`config.mk`:
```
export PLATFORM = sky130hd
export DESIGN_NAME = lcd_pattern_gen
export DESIGN_NICKNAME = d
export VERILOG_FILES = /design/src/rtl/lcd_pattern_gen.sv
export SDC_FILE = /design/constraint.sdc
export NUM_CORES = 1
export LEC_CHECK = 0
export BUFFER_PORTS_ARGS = -buffer_cell sky130_fd_sc_hd__clkbuf_2
export CAP_MARGIN = 15
export CORE_MARGIN = 1
export CORE_UTILIZATION = 28
export DETAILED_ROUTE_END_ITERATION = 8
export GPL_TIMING_DRIVEN = 0
export HOLD_SLACK_MARGIN = 0.08
export PLACE_DENSITY = 0.56
export SETUP_SLACK_MARGIN = 0.05
export SLEW_MARGIN = 20
export SYNTH_ARGS = -nofsm -noshare
export SYNTH_HDL_FRONTEND = slang
export SYNTH_SLANG_ARGS = --single-unit
```
`constraint.sdc`:
```
create_clock -name clk -period 2.7 [get_ports clk]
set_input_delay 0.54 -clock clk [delete_from_list [all_inputs] [get_ports clk]]
set_output_delay 0.54 -clock clk [all_outputs]
set_load 0.005 [all_outputs]
```
`src/rtl/lcd_pattern_gen.sv`:
```
// LCD test-pattern source: H/V timing counters plus a registered colour stage.
// Patterns: colour bars, gray ramp, checkerboard and a bouncing box.
module lcd_pattern_gen #(
    parameter int H_ACTIVE   = 800,
    parameter int H_FP       = 40,
    parameter int H_SYNC     = 128,
    parameter int H_BP       = 88,
    parameter int V_ACTIVE   = 480,
    parameter int V_FP       = 1,
    parameter int V_SYNC     = 3,
    parameter int V_BP       = 21,
    parameter int SYNC_POL   = 0,
    parameter int R_W        = 5,
    parameter int G_W        = 6,
    parameter int B_W        = 5,
    parameter int BAR_NUM    = 16,
    parameter int CHECK_LOG2 = 5,
    parameter int BOX_SIZE   = 64
) (
    input  logic           clk,
    input  logic           rst,
    input  logic [1:0]     mode_i,
    input  logic           en_i,
    output logic           lcd_hs,
    output logic           lcd_vs,
    output logic           lcd_de,
    output logic [R_W-1:0] lcd_r,
    output logic [G_W-1:0] lcd_g,
    output logic [B_W-1:0] lcd_b,
    output logic [11:0]    active_x,
    output logic [11:0]    active_y,
    output logic           frame_start
);

    localparam int H_TOTAL = H_ACTIVE + H_FP + H_SYNC + H_BP;
    localparam int V_TOTAL = V_ACTIVE + V_FP + V_SYNC + V_BP;
    localparam int RGB_W   = R_W + G_W + B_W;
    localparam int BW      = H_ACTIVE / BAR_NUM;

    localparam logic [11:0] H_LAST    = 12'(H_TOTAL - 1);
    localparam logic [11:0] V_LAST    = 12'(V_TOTAL - 1);
    localparam logic [11:0] H_ACT     = 12'(H_ACTIVE);
    localparam logic [11:0] V_ACT     = 12'(V_ACTIVE);
    localparam logic [11:0] HS_BEG    = 12'(H_ACTIVE + H_FP);
    localparam logic [11:0] HS_END    = 12'(H_ACTIVE + H_FP + H_SYNC);
    localparam logic [11:0] VS_BEG    = 12'(V_ACTIVE + V_FP);
    localparam logic [11:0] VS_END    = 12'(V_ACTIVE + V_FP + V_SYNC);
    localparam logic [11:0] BOX_X_MAX = 12'(H_ACTIVE - BOX_SIZE);
    localparam logic [11:0] BOX_Y_MAX = 12'(V_ACTIVE - BOX_SIZE);
    localparam logic [12:0] BOX_SZ    = 13'(BOX_SIZE);
    localparam logic [11:0] BW_LAST   = 12'(BW - 1);
    localparam logic [7:0]  BAR_LAST  = 8'(BAR_NUM - 1);
    localparam logic [7:0]  RGB_W8    = 8'(RGB_W);
    localparam logic        SYNC_ON   = (SYNC_POL != 0);

    localparam logic [RGB_W-1:0] RGB_MSB  = {1'b1, {(RGB_W-1){1'b0}}};
    localparam logic [RGB_W-1:0] RGB_BLUE = {{(R_W+G_W){1'b0}}, {B_W{1'b1}}};

    typedef enum logic [1:0] {
        MODE_BARS  = 2'd0,
        MODE_RAMP  = 2'd1,
        MODE_CHECK = 2'd2,
        MODE_BOX   = 2'd3
    } mode_t;

    typedef enum logic {
        DIR_INC = 1'b0,
        DIR_DEC = 1'b1
    } dir_t;

    logic [11:0]      hcnt, vcnt;
    logic [11:0]      sub_cnt;
    logic [7:0]       bar_k;
    mode_t            mode_q;
    logic [11:0]      box_x, box_y;
    dir_t             dir_x, dir_y;

    logic             de_c, hs_c, vs_c, frame_end, in_box;
    logic [RGB_W-1:0] rgb_c;

    assign de_c      = (hcnt < H_ACT) && (vcnt < V_ACT);
    assign hs_c      = (hcnt >= HS_BEG) && (hcnt < HS_END);
    assign vs_c      = (vcnt >= VS_BEG) && (vcnt < VS_END);
    assign frame_end = (hcnt == H_LAST) && (vcnt == V_LAST);
    assign in_box    = (hcnt >= box_x) && ({1'b0, hcnt} < {1'b0, box_x} + BOX_SZ) &&
                       (vcnt >= box_y) && ({1'b0, vcnt} < {1'b0, box_y} + BOX_SZ);

    // NOTE: every variable written in always_comb gets a default first, so no latch can form.
    always_comb begin
        rgb_c = '0;
        if (de_c && en_i) begin
            case (mode_q)
                MODE_BARS:  rgb_c = (bar_k < RGB_W8) ? (RGB_MSB >> bar_k) : '1;
                MODE_RAMP:  rgb_c = {hcnt[7 -: R_W], hcnt[7 -: G_W], hcnt[7 -: B_W]};
                MODE_CHECK: rgb_c = (hcnt[CHECK_LOG2] == vcnt[CHECK_LOG2]) ? '1 : '0;
                MODE_BOX:   rgb_c = in_box ? '1 : RGB_BLUE;
                default:    rgb_c = '0;
            endcase
        end
    end

    // NOTE: sequential state uses non-blocking assignments only, so every register
    // samples the pre-edge values regardless of statement order.
    always_ff @(posedge clk) begin
        if (rst) begin
            hcnt        <= '0;
            vcnt        <= '0;
            sub_cnt     <= '0;
            bar_k       <= '0;
            mode_q      <= MODE_BARS;
            box_x       <= '0;
            box_y       <= '0;
            dir_x       <= DIR_INC;
            dir_y       <= DIR_INC;
            lcd_hs      <= ~SYNC_ON;
            lcd_vs      <= ~SYNC_ON;
            lcd_de      <= 1'b0;
            lcd_r       <= '0;
            lcd_g       <= '0;
            lcd_b       <= '0;
            active_x    <= '0;
            active_y    <= '0;
            frame_start <= 1'b0;
        end else begin
            if (hcnt == H_LAST) begin
                hcnt <= '0;
                vcnt <= (vcnt == V_LAST) ? 12'd0 : vcnt + 12'd1;
            end else begin
                hcnt <= hcnt + 12'd1;
            end

            // Bar index tracks hcnt / BW incrementally; restarts with the line.
            if (hcnt == H_LAST) begin
                sub_cnt <= '0;
                bar_k   <= '0;
            end else if (sub_cnt == BW_LAST) begin
                sub_cnt <= '0;
                if (bar_k != BAR_LAST) bar_k <= bar_k + 8'd1;
            end else begin
                sub_cnt <= sub_cnt + 12'd1;
            end

            // Frame boundary: pattern selection and box motion change only here.
            if (frame_end) begin
                mode_q <= mode_t'(mode_i);
                if (dir_x == DIR_INC) begin
                    if (box_x == BOX_X_MAX) begin
                        dir_x <= DIR_DEC;
                        box_x <= box_x - 12'd1;
                    end else begin
                        box_x <= box_x + 12'd1;
                    end
                end else begin
                    if (box_x == 12'd0) begin
                        dir_x <= DIR_INC;
                        box_x <= box_x + 12'd1;
                    end else begin
                        box_x <= box_x - 12'd1;
                    end
                end
                if (dir_y == DIR_INC) begin
                    if (box_y == BOX_Y_MAX) begin
                        dir_y <= DIR_DEC;
                        box_y <= box_y - 12'd1;
                    end else begin
                        box_y <= box_y + 12'd1;
                    end
                end else begin
                    if (box_y == 12'd0) begin
                        dir_y <= DIR_INC;
                        box_y <= box_y + 12'd1;
                    end else begin
                        box_y <= box_y - 12'd1;
                    end
                end
            end

            lcd_hs      <= hs_c ? SYNC_ON : ~SYNC_ON;
            lcd_vs      <= vs_c ? SYNC_ON : ~SYNC_ON;
            lcd_de      <= de_c;
            lcd_r       <= rgb_c[RGB_W-1 -: R_W];
            lcd_g       <= rgb_c[B_W +: G_W];
            lcd_b       <= rgb_c[B_W-1:0];
            active_x    <= de_c ? hcnt : 12'd0;
            active_y    <= de_c ? vcnt : 12'd0;
            frame_start <= (hcnt == 12'd0) && (vcnt == 12'd0);
        end
    end

endmodule
```
Word level (Yosys, flattened, before mapping)
Index checks and enable logic that the tools add are counted.

Bits of input ports: 5. Word-level logic and storage cells: 90. Flip-flop bits (word level): 116.

$add $sub $neg: 10. Eq/ne operators: 10. Muxes and demuxes: 19. Bitwise gates (word level): 2. $lt $le $gt $ge: 11. Reductions and logical operators: 19. Shift operators: 1.

Operators with widths (number): $mux W12 (7); $pmux W16 S4 (1); $add A12 B1 Y12 const B (5); $logic_not A12 Y1 (4); $mux W16 (3); $add A12 B7 Y13 const B (2); $lt A12 B13 Y1 (2); $eq A12 B9 Y1 const B (2); $ge A12 B12 Y1 (2); $lt A12 B10 Y1 const B (2); $lt A12 B9 Y1 const B (2); $sub A12 B1 Y12 const B (2); $shr A16 B8 Y16 const A (1); $eq A12 B10 Y1 const B (1); $eq A12 B11 Y1 const B (1); $eq A12 B6 Y1 const B (1); $ge A12 B10 Y1 const B (1); $ge A12 B9 Y1 const B (1); $logic_and A1 B1 Y1 (9); $add A8 B1 Y8 const B (1); $lt A8 B5 Y1 const B (1); $mux W1 (8); $ne A8 B4 Y1 const B (1); $reduce_or A2 Y1 (3); other kinds (7) (9).

Longest topological paths before layout
Gate-level depths: netlist of run 1.

Word-level depth: 7. Gate-level depth with buffers: 12. Mapped depth without buffers: 11.

Worst setup path after synthesis of run 1
Ideal clock, no wire load.

Path kind: register to register. Start point: reg box_x[6]. End point: reg lcd_r[0]. Buffers on the path: 1. Setup time: 70 ps. Data arrival time: 2514 ps. Path slack: 116 ps. Period minus slack after synthesis: 2584 ps. Cell stages (with the launch flop): 13. Cells stage by stage: dfxtp_1 ha_1 nand3_1 xnor2_1 ha_1 a21o_1 a21oi_1 o22ai_1 nor4_1 a41oi_1 or2_2 clkbuf_1 a21oi_1.

Cells in the longest elaborated chain, start to end: 7. Elaborated cells between the ends (all ways): 8.

RTL lines: start, declared (RTL line 75) `logic [11:0] box_x, box_y;`; start signal, assigned (RTL line 149) `box_x <= box_x - 12'd1;`; start signal, assigned (RTL line 151) `box_x <= box_x + 12'd1;`; start signal, assigned (RTL line 156) `box_x <= box_x + 12'd1;`; $add A12 B7 Y13 (RTL line 85) `assign in_box = (hcnt >= box_x) && ({1'b0, hcnt} < {1'b0, box_x} + BOX_SZ) &&`; $lt A12 B13 Y1 (RTL line 85); $logic_and A1 B1 Y1 * (2 in series) (RTL line 85); $logic_and A1 B1 Y1 * (RTL line 86) `(vcnt >= box_y) && ({1'b0, vcnt} < {1'b0, box_y} + BOX_SZ);`; $mux W16 * (RTL line 96) `MODE_BOX: rgb_c = in_box ? '1 : RGB_BLUE;`; $pmux W16 S4 * (RTL line 92) `case (mode_q)`; end signal, assigned (RTL line 181) `lcd_r <= rgb_c[RGB_W-1 -: R_W];`; end, declared (RTL line 27) `output logic [R_W-1:0] lcd_r,`.

Every way passes the cells marked *; elsewhere a longest branch is shown, timed or not. A chain may end at the register's enable or synchronous reset.

Worst setup path in the final report of run 1
Start point: reg box_y[10]. End point: reg lcd_r[1].

Cells in the longest elaborated chain, start to end: 5. Elaborated cells between the ends (all ways): 7.

RTL lines: start, declared (RTL line 75); start signal, assigned (RTL line 164) `box_y <= box_y - 12'd1;`; start signal, assigned (RTL line 166) `box_y <= box_y + 12'd1;`; start signal, assigned (RTL line 171) `box_y <= box_y + 12'd1;`; $add A12 B7 Y13 or $ge A12 B12 Y1 (tied branches) (RTL line 86); $lt A12 B13 Y1 or $logic_and A1 B1 Y1 (tied branches) (RTL line 86, 85); $logic_and A1 B1 Y1 * (RTL line 86); $mux W16 * (RTL line 96); $pmux W16 S4 * (RTL line 92).

Marked as above.

==> run summary, run 1 <==
Worst-Margin Slew = 0.7397 ns
Hold Violations, Final = 0
gpl congestion = 0.8199
row count = 54
NumNets Final = 890
crit path from = box_y[10]$_SDFFE_PP0P_
Routed Antenna Nets = 0
Final Max Tran Viols = 0
Post-synth top flop = dfxtp_1
Startpoint Class = register
post-DP HPWL = 11380 µm
routed wire length = 15750 µm
clock buffer depth = 2
clock sink total = 116
GRT Util Overall = 14.30%
worst skew pair latency = 0.42 ns
fillers = 2284
worst IR drop on VDD = 232.5 µV
period utilization = 94.98%
Seq/Total Area, Yosys = 37.09%
die area = 22960 µm²
RSZ-0062 raised after global routing = yes
CP required = 3.04 ns
vias after detailed routing = 5423
relative slew slack = 50.69%
cts bufs inserted = 17
most frequent cells in the layout = 103 x dfxtp_1, 91 x nor2_1, 54 x a21oi_1, 54 x ha_1, 53 x clkbuf_2
final core utilization = 35.91%
Root Driver = clkbuf_16
Die Height = 151.5 µm
layout cell share with drive strength beyond 1 = 18.53%
WP data arrival = 2.91 ns
die width = 151.5 µm
CORE AREA = 21890 µm²
Netlist cell types = 51
worst r2r dst = lcd_r[1]$_SDFF_PP0_
Port-buffer cells = 47
final worst setup slack = 0.1354 ns
Final Setup Violations = 0
Syn Inst Count = 749
# DRC = 0
IO Pins = 49
Total Power = 4.384 mW
P_leak = 3.141 nW
Seq cells post-synth = 116
EDFF count, synth = 0
vias in the first global route = 5141
largest net degree at the start of global routing = 19
FF-to-FF Start = box_y[10]$_SDFFE_PP0P_
Placed Cells = 1080
Fin Setup TNS = 0 ns
first-pass iteration count of the detailed router = 5
H-tree depth = 4
maximum clock rate = 0.3899 GHz
n_diodes = 0
Synth async-reset ratio = 0%
r2r setup slk = 0.14 ns
Syn-to-layout area delta = 25.54%
Setup Crit Path Kind = reg -> reg
status = finished clean
clock-pin slew on the worst setup and hold paths = 0.06 ns
CTS tree = done
Worst R2R Path Depth = 10
top fanout value on the critical path = 8
Reg area = 2356 µm²
worst clock skew = 0.008758 ns
Final min period = 2.565 ns
Starting Density = 28.60%
Syn Area/Cell = 8.359 µm²
commonest non-fill, non-tap cell in the layout = dfxtp_1
global route overflow = 0
final std cells w/o fill = 1122
Cell Pwr Density = 557.7 nW/µm²
initial antenna violation count = 0
drt initial violations = 201
max-capacitance violation count = 0
first-pass GRT wire length = 25350 µm
Synth Cell Area = 6261 µm²
Avg Vias per Cell = 4.833
Syn. warnings = 0
Setup crit end = lcd_r[1]$_SDFF_PP0_
footprint of the multi-input gates = 3829 µm²
Min-Delay Path Class = in -> reg
Critical Path Sink Type = register
worst slack, placed = -0.5673 ns
WL/cell = 14.04 µm
## critical path, cell delays in order, from the launching register on
cell and delay (ns):
dfxtp_1 0.41, nand3_2 0.15, nor3_4 0.23, xnor2_1 0.16, ha_1 0.29, o2111ai_1 0.14
a21oi_1 0.13, nor4_4 0.30, a41oi_2 0.20, or2_4 0.33, a21oi_1 0.16
## cell families after synthesis
logic type      synth area share [%]
simple gates                   25.94
compound gates                 11.31
flops                          37.09
buf+inv                        4.696
xor+xnor                       8.113
fa+ha+maj                      11.19
mux                            1.599
other cells                  0.05989
## metal layers
metal  wire length [µm]  global-route usage (%)  vias to the layer above
met3                584                   3.713                       24
met1               7362                   17.96                     2535
met2               7476                   23.47                      102
met4                330                   5.198                        0
met5                  0                       0                        -
li1                   -                       -                     2762
## cell usage after synthesis (5+ instances only)
cell | n | area [µm²]
a211oi_1 | 9 | 67.56
a21oi_1 | 62 | 310.3
a31oi_1 | 8 | 50.05
and2_1 | 23 | 143.9
and3_1 | 10 | 62.56
clkbuf_1 | 31 | 116.4
dfxtp_1 | 116 | 2322
ha_1 | 56 | 700.7
inv_1 | 35 | 131.4
mux2i_1 | 10 | 100.1
nand2_1 | 45 | 168.9
nand2b_1 | 9 | 56.30
nand3_1 | 28 | 140.1
nand4_1 | 19 | 118.9
nand4b_1 | 7 | 61.31
nor2_1 | 92 | 345.3
nor2b_1 | 10 | 62.56
nor3_1 | 21 | 105.1
nor4_1 | 10 | 62.56
o21ai_0 | 23 | 115.1
or3_1 | 14 | 87.58
or4_1 | 5 | 37.54
xnor2_1 | 35 | 306.5
xor2_1 | 23 | 201.4
## area by class of cell
class | count | area share, %
sequential | 116 | 29.97
timing repair buffer | 63 | 4.521
inverter | 35 | 1.671
clock buffer | 21 | 5.985
multi-input combinational | 564 | 48.71
buffer | 32 | 2.165
tap | 280 | 4.457
clock inverter | 11 | 2.515
## report_power, final
group          switching [mW]  internal [mW]  leakage, nW
Combinational          0.0628         0.0378         1.88
Sequential             0.0139           1.72        0.947
Clock                   0.831           1.71        0.312
## sequential cells by signal, indices dropped and copies added (netlist names), 8 cells and up
register and count:
hcnt 12, sub_cnt 12, box_x 12, active_y 12
vcnt 12, bar_k 8, box_y 12, active_x 12
## stage by stage
step / area [µm²] / hold WS (ns)
global route: 7860 / 0.3759
floorplan: 6276 / 0.4490
global placement: 6862 / 0.4847
detailed placement: 6862 / 0.4910
CTS: 7655 / 0.3586
finish: 7860 / 0.3587
## timing repair
item                       4_1_cts  5_1_grt
pin swaps                        6       15
setup endpoints to repair       60       47
buffers inserted                 6       10
gates resized for setup         29       45
hold buffers                     0        0
## worst min-delay path by stage
stage	from	endpoint	slack (ns)	cells after the start
detailed placement	hcnt[0]$_SDFF_PP0_	hcnt[0]$_SDFF_PP0_	0.49	1
finish	mode_i[0]	mode_q[0]$_SDFFE_PP0P_	0.36	3
floorplan	hcnt[0]$_SDFF_PP0_	hcnt[0]$_SDFF_PP0_	0.45	1
global placement	bar_k[7]$_SDFFE_PP0P_	bar_k[7]$_SDFFE_PP0P_	0.48	2
global route	mode_i[0]	mode_q[0]$_SDFFE_PP0P_	0.38	3
CTS	mode_i[1]	mode_q[1]$_SDFFE_PP0P_	0.36	3
(Power assumes the default switching activity.)
==> run 2, diff against run 1 <==
CORE_UTILIZATION = 56   (was 28)
CTS_BUF_LIST = sky130_fd_sc_hd__clkbuf_4   (was unset)
PLACE_DENSITY = 0.89   (was 0.56)
==> run 2 against run 1 <==
Net effect: clock skew rose by 0.015 ns; highest routed layer unchanged; first-iteration DRC count rose by 78%; combinational power increased by 4%; sequential power is essentially flat; largest cell class unchanged; via count grew 5.5%; clock power fell by 50%; cell area shrank 8.8%.
==> run summary, run 2 (synthesis results as in run 1) <==
status = finished clean (unchanged)
NumNets Final = 884 (was 890)
CORE AREA = 10890 µm² (was 21890 µm²)
crit-path most repeated cell = buf_6 (was a21oi_1)
worst slack, placed = -0.4811 ns (was -0.5673 ns)
top fanout value on the critical path = 7 (was 8)
GRT Util Overall = 26.65% (was 14.30%)
final worst setup slack = 0.06436 ns (was 0.1354 ns)
crit path from = hcnt[7]$_SDFF_PP0_ (was box_y[10]$_SDFFE_PP0P_)
Final min period = 2.636 ns (was 2.565 ns)
max-capacitance violation count = 0 (unchanged)
Syn-to-layout area delta = 14.51% (was 25.54%)
clock-pin slew on the worst setup and hold paths = 0.13 ns (was 0.06 ns)
P_leak = 2.916 nW (was 3.141 nW)
FF-to-FF Start = hcnt[7]$_SDFF_PP0_ (was box_y[10]$_SDFFE_PP0P_)
die width = 107.7 µm (was 151.5 µm)
period utilization = 97.62% (was 94.98%)
Worst R2R Path Depth = 8 (was 10)
most frequent cells in the layout = 104 x dfxtp_1, 91 x nor2_1, 59 x a21oi_1, 54 x ha_1, 53 x clkbuf_2 (was 103 x dfxtp_1, 91 x nor2_1, 54 x a21oi_1, 54 x ha_1, 53 x clkbuf_2)
delay-heaviest family, CP = simple AND/OR/NAND/NOR gates (unchanged)
row count = 38 (was 54)
footprint of the multi-input gates = 3756 µm² (was 3829 µm²)
Reg area = 2350 µm² (was 2356 µm²)
vias after detailed routing = 5719 (was 5423)
CP required = 3.16 ns (was 3.04 ns)
relative slew slack = 58.76% (was 50.69%)
Cell Pwr Density = 434.9 nW/µm² (was 557.7 nW/µm²)
Starting Density = 57.50% (was 28.60%)
worst r2r dst = vcnt[11]$_SDFFE_PP0P_ (was lcd_r[1]$_SDFF_PP0_)
crit-path cells = buf_6 > or3_4 > nor4_4 > nand2_1 > or4_1 > buf_6 > or3_1 > a21oi_2 (was nand3_2 > nor3_4 > xnor2_1 > ha_1 > o2111ai_1 > a21oi_1 > nor4_4 > a41oi_2 > or2_4 > a21oi_1)
drt initial violations = 358 (was 201)
die area = 11610 µm² (was 22960 µm²)
clock sink total = 116 (unchanged)
Setup Crit Path Kind = reg -> reg (unchanged)
Critical Path Sink Type = register (unchanged)
CTS Hold Buffers Added = 0 (unchanged)
vias in the first global route = 5288 (was 5141)
Root Driver = clkbuf_4 (was clkbuf_16)
CTS tree = done (unchanged)
clock buffer depth = 2 (unchanged)
Startpoint Class = register (unchanged)
slowest stage cell, crit path = or4_1 (was dfxtp_1)
first-pass GRT wire length = 24200 µm (was 25350 µm)
Placed Cells = 940 (was 1080)
# DRC = 0 (unchanged)
Final Setup Violations = 0 (unchanged)
cts bufs inserted = 17 (unchanged)
gpl congestion = 0.9101 (was 0.8199)
Setup crit end = vcnt[11]$_SDFFE_PP0P_ (was lcd_r[1]$_SDFF_PP0_)
WL met2 = 7460 µm (was 7476 µm)
Final Max Tran Viols = 0 (unchanged)
Routed Antenna Nets = 0 (unchanged)
first-pass iteration count of the detailed router = 7 (was 5)
largest net degree at the start of global routing = 19 (unchanged)
IO Pins = 49 (unchanged)
Hold Violations, Final = 0 (unchanged)
layout cell share with drive strength beyond 1 = 16.27% (was 18.53%)
fillers = 850 (was 2284)
initial antenna violation count = 1 (was 0)
Total Power = 3.118 mW (was 4.384 mW)
global route overflow = 0 (unchanged)
Top Layer Used = met4 (unchanged)
RSZ-0062 raised after global routing = yes (unchanged)
routed wire length = 15190 µm (was 15750 µm)
worst skew pair latency = 0.54 ns (was 0.42 ns)
maximum clock rate = 0.3794 GHz (was 0.3899 GHz)
Die Height = 107.7 µm (was 151.5 µm)
WP data arrival = 3.10 ns (was 2.91 ns)
Avg Vias per Cell = 5.854 (was 4.833)
H-tree depth = 4 (unchanged)
post-DP HPWL = 10650 µm (was 11380 µm)
met3 wire len = 998 µm (was 584 µm)
WL/cell = 15.54 µm (was 14.04 µm)
M1 wire length = 6253 µm (was 7362 µm)
Min-Delay Path Class = in -> reg (unchanged)
worst clock skew = 0.02387 ns (was 0.008758 ns)
Crit path largest cell delay = 0.51 ns (was 0.41 ns)
worst IR drop on VDD = 522.5 µV (was 232.5 µV)
Worst Hold Path Cells = 3 (unchanged)
cell count along the critical path = 8 (was 10)
r2r setup slk = 0.06 ns (was 0.14 ns)
final std cells w/o fill = 977 (was 1122)
Port-buffer cells = 47 (unchanged)
final core utilization = 65.85% (was 35.91%)
commonest non-fill, non-tap cell in the layout = dfxtp_1 (unchanged)
Worst-Margin Slew = 0.6186 ns (was 0.7397 ns)
worst path bufs/invs = 2 (was 0)
-- run 2: changes by cell type in the layout (fill, tap and decap cells not counted), moves of 3 or more --
cell / change
buf_4: -5
clkbuf_4: +16
a21oi_2: -6
clkbuf_16: -17
bufinv_16: -3
clkinv_2: +3
clkbuf_8: -3
clkinv_4: +3
a21oi_1: +5
-- run 2: cell type report --
cell class / instances / share of cell area [%]
Multi-Input combinational cell: 564 / 52.39
Timing Repair Buffer: 57 / 4.328
Buffer: 32 / 2.216
Inverter: 35 / 1.832
Tap cell: 140 / 2.443
Sequential cell: 116 / 32.77
Clock buffer: 17 / 1.780
Antenna cell: 1 / 0.03490
Clock inverter: 15 / 2.199
-- run 2: routing by layer --
layer / up-vias / global-route usage, %
met5: - / 0
met4: 0 / 12.33
met3: 45 / 7.385
met2: 257 / 45.19
met1: 2660 / 30.96
li1: 2757 / -
-- run 2: power by group --
part	total (mW)	internal, mW	switching, mW	leakage, nW
sequential	1.74	1.72	0.0144	0.946
combinational	0.105	0.0392	0.0657	1.83
clock	1.28	0.553	0.724	0.144
-- run 2: per-stage QoR --
stage	TNS, ns	cell area (µm²)	hold slack [ns]
6_report	0	7169	0.2175
5_1_grt	0	7169	0.1877
4_1_cts	0	7044	0.1958
3_5_place_dp	-6.560	6686	0.4836
3_3_place_gp	-5.078	6686	0.4659
2_1_floorplan	0	6276	0.4490
-- run 2: how the worst min path moves through the flow --
stage,from,endpoint,slack [ns]
finish,mode_i[1],mode_q[1]$_SDFFE_PP0P_,0.22
global route,mode_i[1],mode_q[1]$_SDFFE_PP0P_,0.19
floorplan,hcnt[0]$_SDFF_PP0_,hcnt[0]$_SDFF_PP0_,0.45
global placement,hcnt[0]$_SDFF_PP0_,hcnt[0]$_SDFF_PP0_,0.47
detailed placement,hcnt[0]$_SDFF_PP0_,hcnt[0]$_SDFF_PP0_,0.48
CTS,mode_i[1],mode_q[1]$_SDFFE_PP0P_,0.20
-- run 2: timing repair --
| item | in CTS | in global routing |
|---|---|---|
| hold endpoints to repair | 0 | 0 |
| gates resized for setup | 18 | 34 |
| pin swaps | 4 | 5 |
| setup endpoints to repair | 52 | 41 |
| setup buffers | 5 | 5 |
-- run 2: worst reg2reg max path, delay by kind of cell, from the launching register on --
kind / cells / cell delay [ns]
flops: 1 / 0.35
compound gates: 1 / 0.15
simple gates: 5 / 1.76
buf+inv: 2 / 0.29
==> run 3, diff against run 2 <==
ABC_AREA = 1   (was unset)
CORE_UTILIZATION = 57   (was 56)
PLACE_DENSITY = 0.9   (was 0.89)
==> run 3 against run 2 <==
Net effect: register-to-register slack better by 0.20 ns; count of clock-buffer cells in the layout increased by 1; cell count rose by 28%; clock skew is 0.0025 ns lower; global-route usage is 1.4 points higher; synthesized area up 12%; power is 0.11% higher; hold slack gained 0.015 ns; largest power group unchanged; highest routed layer unchanged.
==> run summary, run 3 <==
status = finished clean (unchanged)
Post-synth top flop = dfxtp_1 (unchanged)
top fanout value on the critical path = 10 (was 7)
commonest non-fill, non-tap cell in the layout = nand2_1 (was dfxtp_1)
first-pass GRT wire length = 28550 µm (was 24200 µm)
Hold Violations, Final = 0 (unchanged)
Syn Inst Count = 1023 (was 749)
worst IR drop on VDD = 194.2 µV (was 522.5 µV)
CTS Hold Buffers Added = 0 (unchanged)
clock sink total = 116 (unchanged)
worst path bufs/invs = 4 (was 2)
Seq/Total Area, Yosys = 33.00% (was 37.09%)
cts bufs inserted = 17 (unchanged)
die area = 12790 µm² (was 11610 µm²)
Setup Crit Path Kind = reg -> reg (unchanged)
slowest stage cell, crit path = clkbuf_1 (was or4_1)
RSZ-0062 raised after global routing = no (was yes)
clock buffer depth = 2 (unchanged)
Syn. warnings = 0 (unchanged)
Cell Pwr Density = 402.4 nW/µm² (was 434.9 nW/µm²)
top cell type's share of synthesized area = 33.00% (was 37.09%)
# resized after CTS = 0 (was 18)
n_diodes = 0 (was 1)
most frequent cell after synthesis = nand2_1 (was dfxtp_1)
EDFF count, synth = 0 (unchanged)
crit path from = box_y[9]$_SDFFE_PP0P_ (was hcnt[7]$_SDFF_PP0_)
relative slew slack = 45.32% (was 58.76%)
Starting Density = 58.58% (was 57.50%)
max-capacitance violation count = 0 (unchanged)
most frequent cells in the layout = 200 x nand2_1, 138 x nor2_1, 131 x inv_1, 113 x dfxtp_1, 74 x a21oi_1 (was 104 x dfxtp_1, 91 x nor2_1, 59 x a21oi_1, 54 x ha_1, 53 x clkbuf_2)
gpl congestion = 0.9897 (was 0.9101)
Synth area leader = dfxtp_1 (unchanged)
Syn-to-layout area delta = 10.26% (was 14.51%)
Critical Path Sink Type = register (unchanged)
global route overflow = 0 (unchanged)
row count = 40 (was 38)
CP required = 3.13 ns (was 3.16 ns)
met3 wire len = 1048 µm (was 998 µm)
Avg Vias per Cell = 5.495 (was 5.854)
layout cell share with drive strength beyond 1 = 13.22% (was 16.27%)
maximum clock rate = 0.4101 GHz (was 0.3794 GHz)
Root Driver = clkbuf_4 (unchanged)
Die Height = 113.1 µm (was 107.7 µm)
Hold Startpoint = mode_i[0] (was mode_i[1])
Seq cells post-synth = 116 (unchanged)
Final Setup Violations = 0 (unchanged)
Min-Delay Path Class = in -> reg (unchanged)
final worst setup slack = 0.2618 ns (was 0.06436 ns)
CTS tree = done (unchanged)
Routed Antenna Nets = 0 (unchanged)
Commonest cells post-synth = 200 x nand2_1, 139 x nor2_1, 131 x inv_1, 116 x dfxtp_1, 74 x a21oi_1 (was 116 x dfxtp_1, 92 x nor2_1, 62 x a21oi_1, 56 x ha_1, 45 x nand2_1)
worst clock skew = 0.02138 ns (was 0.02387 ns)
initial antenna violation count = 0 (was 1)
final core utilization = 64.59% (was 65.85%)
Final Max Tran Viols = 0 (unchanged)
vias after detailed routing = 6874 (was 5719)
final std cells w/o fill = 1251 (was 977)
drt initial violations = 644 (was 358)
placed cell areas = 7471 µm² (was 6686 µm²)
die width = 113.1 µm (was 107.7 µm)
largest net degree at the start of global routing = 17 (was 19)
Synth async-reset ratio = 0% (unchanged)
post-DP HPWL = 12780 µm (was 10650 µm)
GRT Util Overall = 28.05% (was 26.65%)
Syn Area/Cell = 6.879 µm² (was 8.359 µm²)
worst slack, placed = 0.2246 ns (was -0.4811 ns)
Synth Cell Area = 7037 µm² (was 6261 µm²)
# DRC = 0 (unchanged)
Netlist cell types = 46 (was 51)
FF-to-FF Start = box_y[9]$_SDFFE_PP0P_ (was hcnt[7]$_SDFF_PP0_)
CORE AREA = 12010 µm² (was 10890 µm²)
Crit path largest cell delay = 0.37 ns (was 0.51 ns)
Port-buffer cells = 47 (unchanged)
period utilization = 90.30% (was 97.62%)
H-tree depth = 4 (unchanged)
Final min period = 2.438 ns (was 2.636 ns)
WP data arrival = 2.87 ns (was 3.10 ns)
WL met2 = 7892 µm (was 7460 µm)
M1 wire length = 7457 µm (was 6253 µm)
fillers = 1023 (was 850)
first-pass iteration count of the detailed router = 8 (was 7)
crit-path cells = clkbuf_1 > inv_1 > xor2_1 > ha_1 > nand2_1 > inv_1 > nand3_1 > nor2_1 > nor2_1 > nand2_1 > nand4_1 > nand2_1 > inv_1 (was buf_6 > or3_4 > nor4_4 > nand2_1 > or4_1 > buf_6 > or3_1 > a21oi_2)
vias in the first global route = 6305 (was 5288)
Startpoint Class = register (unchanged)
Post-CTS Setup Inserts = 0 (was 5)
clock-pin slew on the worst setup and hold paths = 0.11 ns (was 0.13 ns)
WL/cell = 13.48 µm (was 15.54 µm)
NumNets Final = 1154 (was 884)
IO Pins = 49 (unchanged)
Finished Cell Area = 7759 µm² (was 7169 µm²)
delay-heaviest family, CP = simple AND/OR/NAND/NOR gates (unchanged)
worst skew pair latency = 0.54 ns (about the same)
Worst-Margin Slew = 0.8202 ns (was 0.6186 ns)
largest cells by area after synthesis = dfxtp_1 33%, nand2_1 11%, ha_1 10%, nor2_1 7.4%, inv_1 7.0% (was dfxtp_1 37%, ha_1 11%, nor2_1 5.5%, a21oi_1 5.0%, xnor2_1 4.9%)
P_leak = 3.604 nW (was 2.916 nW)
Fin Setup TNS = 0 ns (unchanged)
routed wire length = 16860 µm (was 15190 µm)
Top Layer Used = met4 (unchanged)
Placed Cells = 1221 (was 940)
[run 3: changes by cell type after synthesis, moves of 14 or more]
cell | before | now
o21ai_0 | 23 | 45
and2_1 | 23 | 0
nand3_1 | 28 | 69
xnor2_1 | 35 | 5
inv_2 | 0 | 15
nor2_1 | 92 | 139
or3_1 | 14 | 0
inv_1 | 35 | 131
nand2_1 | 45 | 200
clkbuf_1 | 31 | 5
[run 3: path summary, 6_finish.rpt]
kind,end,slack (ns),cells past startpoint
min,mode_q[0]$_SDFFE_PP0P_,0.23,3
max reg2reg,lcd_g[3]$_SDFF_PP0_,0.26,13
min reg2reg,hcnt[0]$_SDFF_PP0_,0.49,1
max,lcd_g[3]$_SDFF_PP0_,0.26,13
[run 3: metal layers]
metal | global-route usage (%) | up-vias
met5 | 0 | -
met4 | 11.93 | 0
met3 | 5.624 | 44
met2 | 46.42 | 254
met1 | 35.61 | 3121
li1 | - | 3455
[run 3: worst register-to-register path: stages (launching register included)]
cell      delay [ns]
dfxtp_1         0.34
clkbuf_1        0.37
inv_1           0.21
xor2_1          0.22
ha_1            0.33
nand2_1         0.08
inv_1           0.08
nand3_1         0.07
nor2_1          0.11
nor2_1          0.05
nand2_1         0.18
nand4_1         0.14
nand2_1         0.11
inv_1           0.04
[run 3: logic make-up (layout without fill, tap and decap cells)]
family	after synthesis	count (layout)	synth area share (%)
AO/OA/AOI/OAI	146	146	11.27
XOR/XNOR	31	31	3.858
adder cells (fa/ha/maj)	56	56	9.957
buffers and inverters	172	249	9.797
flip-flops	116	116	33.00
other	1	5	0.05329
AND/OR/NAND/NOR	501	501	32.06
[run 3: per-stage QoR]
stage	power, mW	hold slack, ns
4_1_cts	3.132	0.2063
2_1_floorplan	1.842	0.4337
5_1_grt	3.233	0.2162
3_3_place_gp	1.875	0.4499
6_report	3.122	0.2323
3_5_place_dp	1.879	0.4663
[run 3: cell type report]
class / instances / area [µm²] / share of cell area, %
Buffer: 23 / 128.9 / 1.661
Clock buffer: 18 / 135.1 / 1.742
Clock inverter: 12 / 140.1 / 1.806
Inverter: 149 / 564.3 / 7.273
Multi-Input combinational cell: 739 / 4045 / 52.14
Sequential cell: 116 / 2326 / 29.98
Tap cell: 147 / 183.9 / 2.371
Timing Repair Buffer: 47 / 235.2 / 3.032
[run 3: power by group]
group | internal (mW) | total [mW] | switching (mW)
logic | 0.0350 | 0.104 | 0.0689
registers | 1.73 | 1.74 | 0.0123
clock network | 0.627 | 1.28 | 0.652
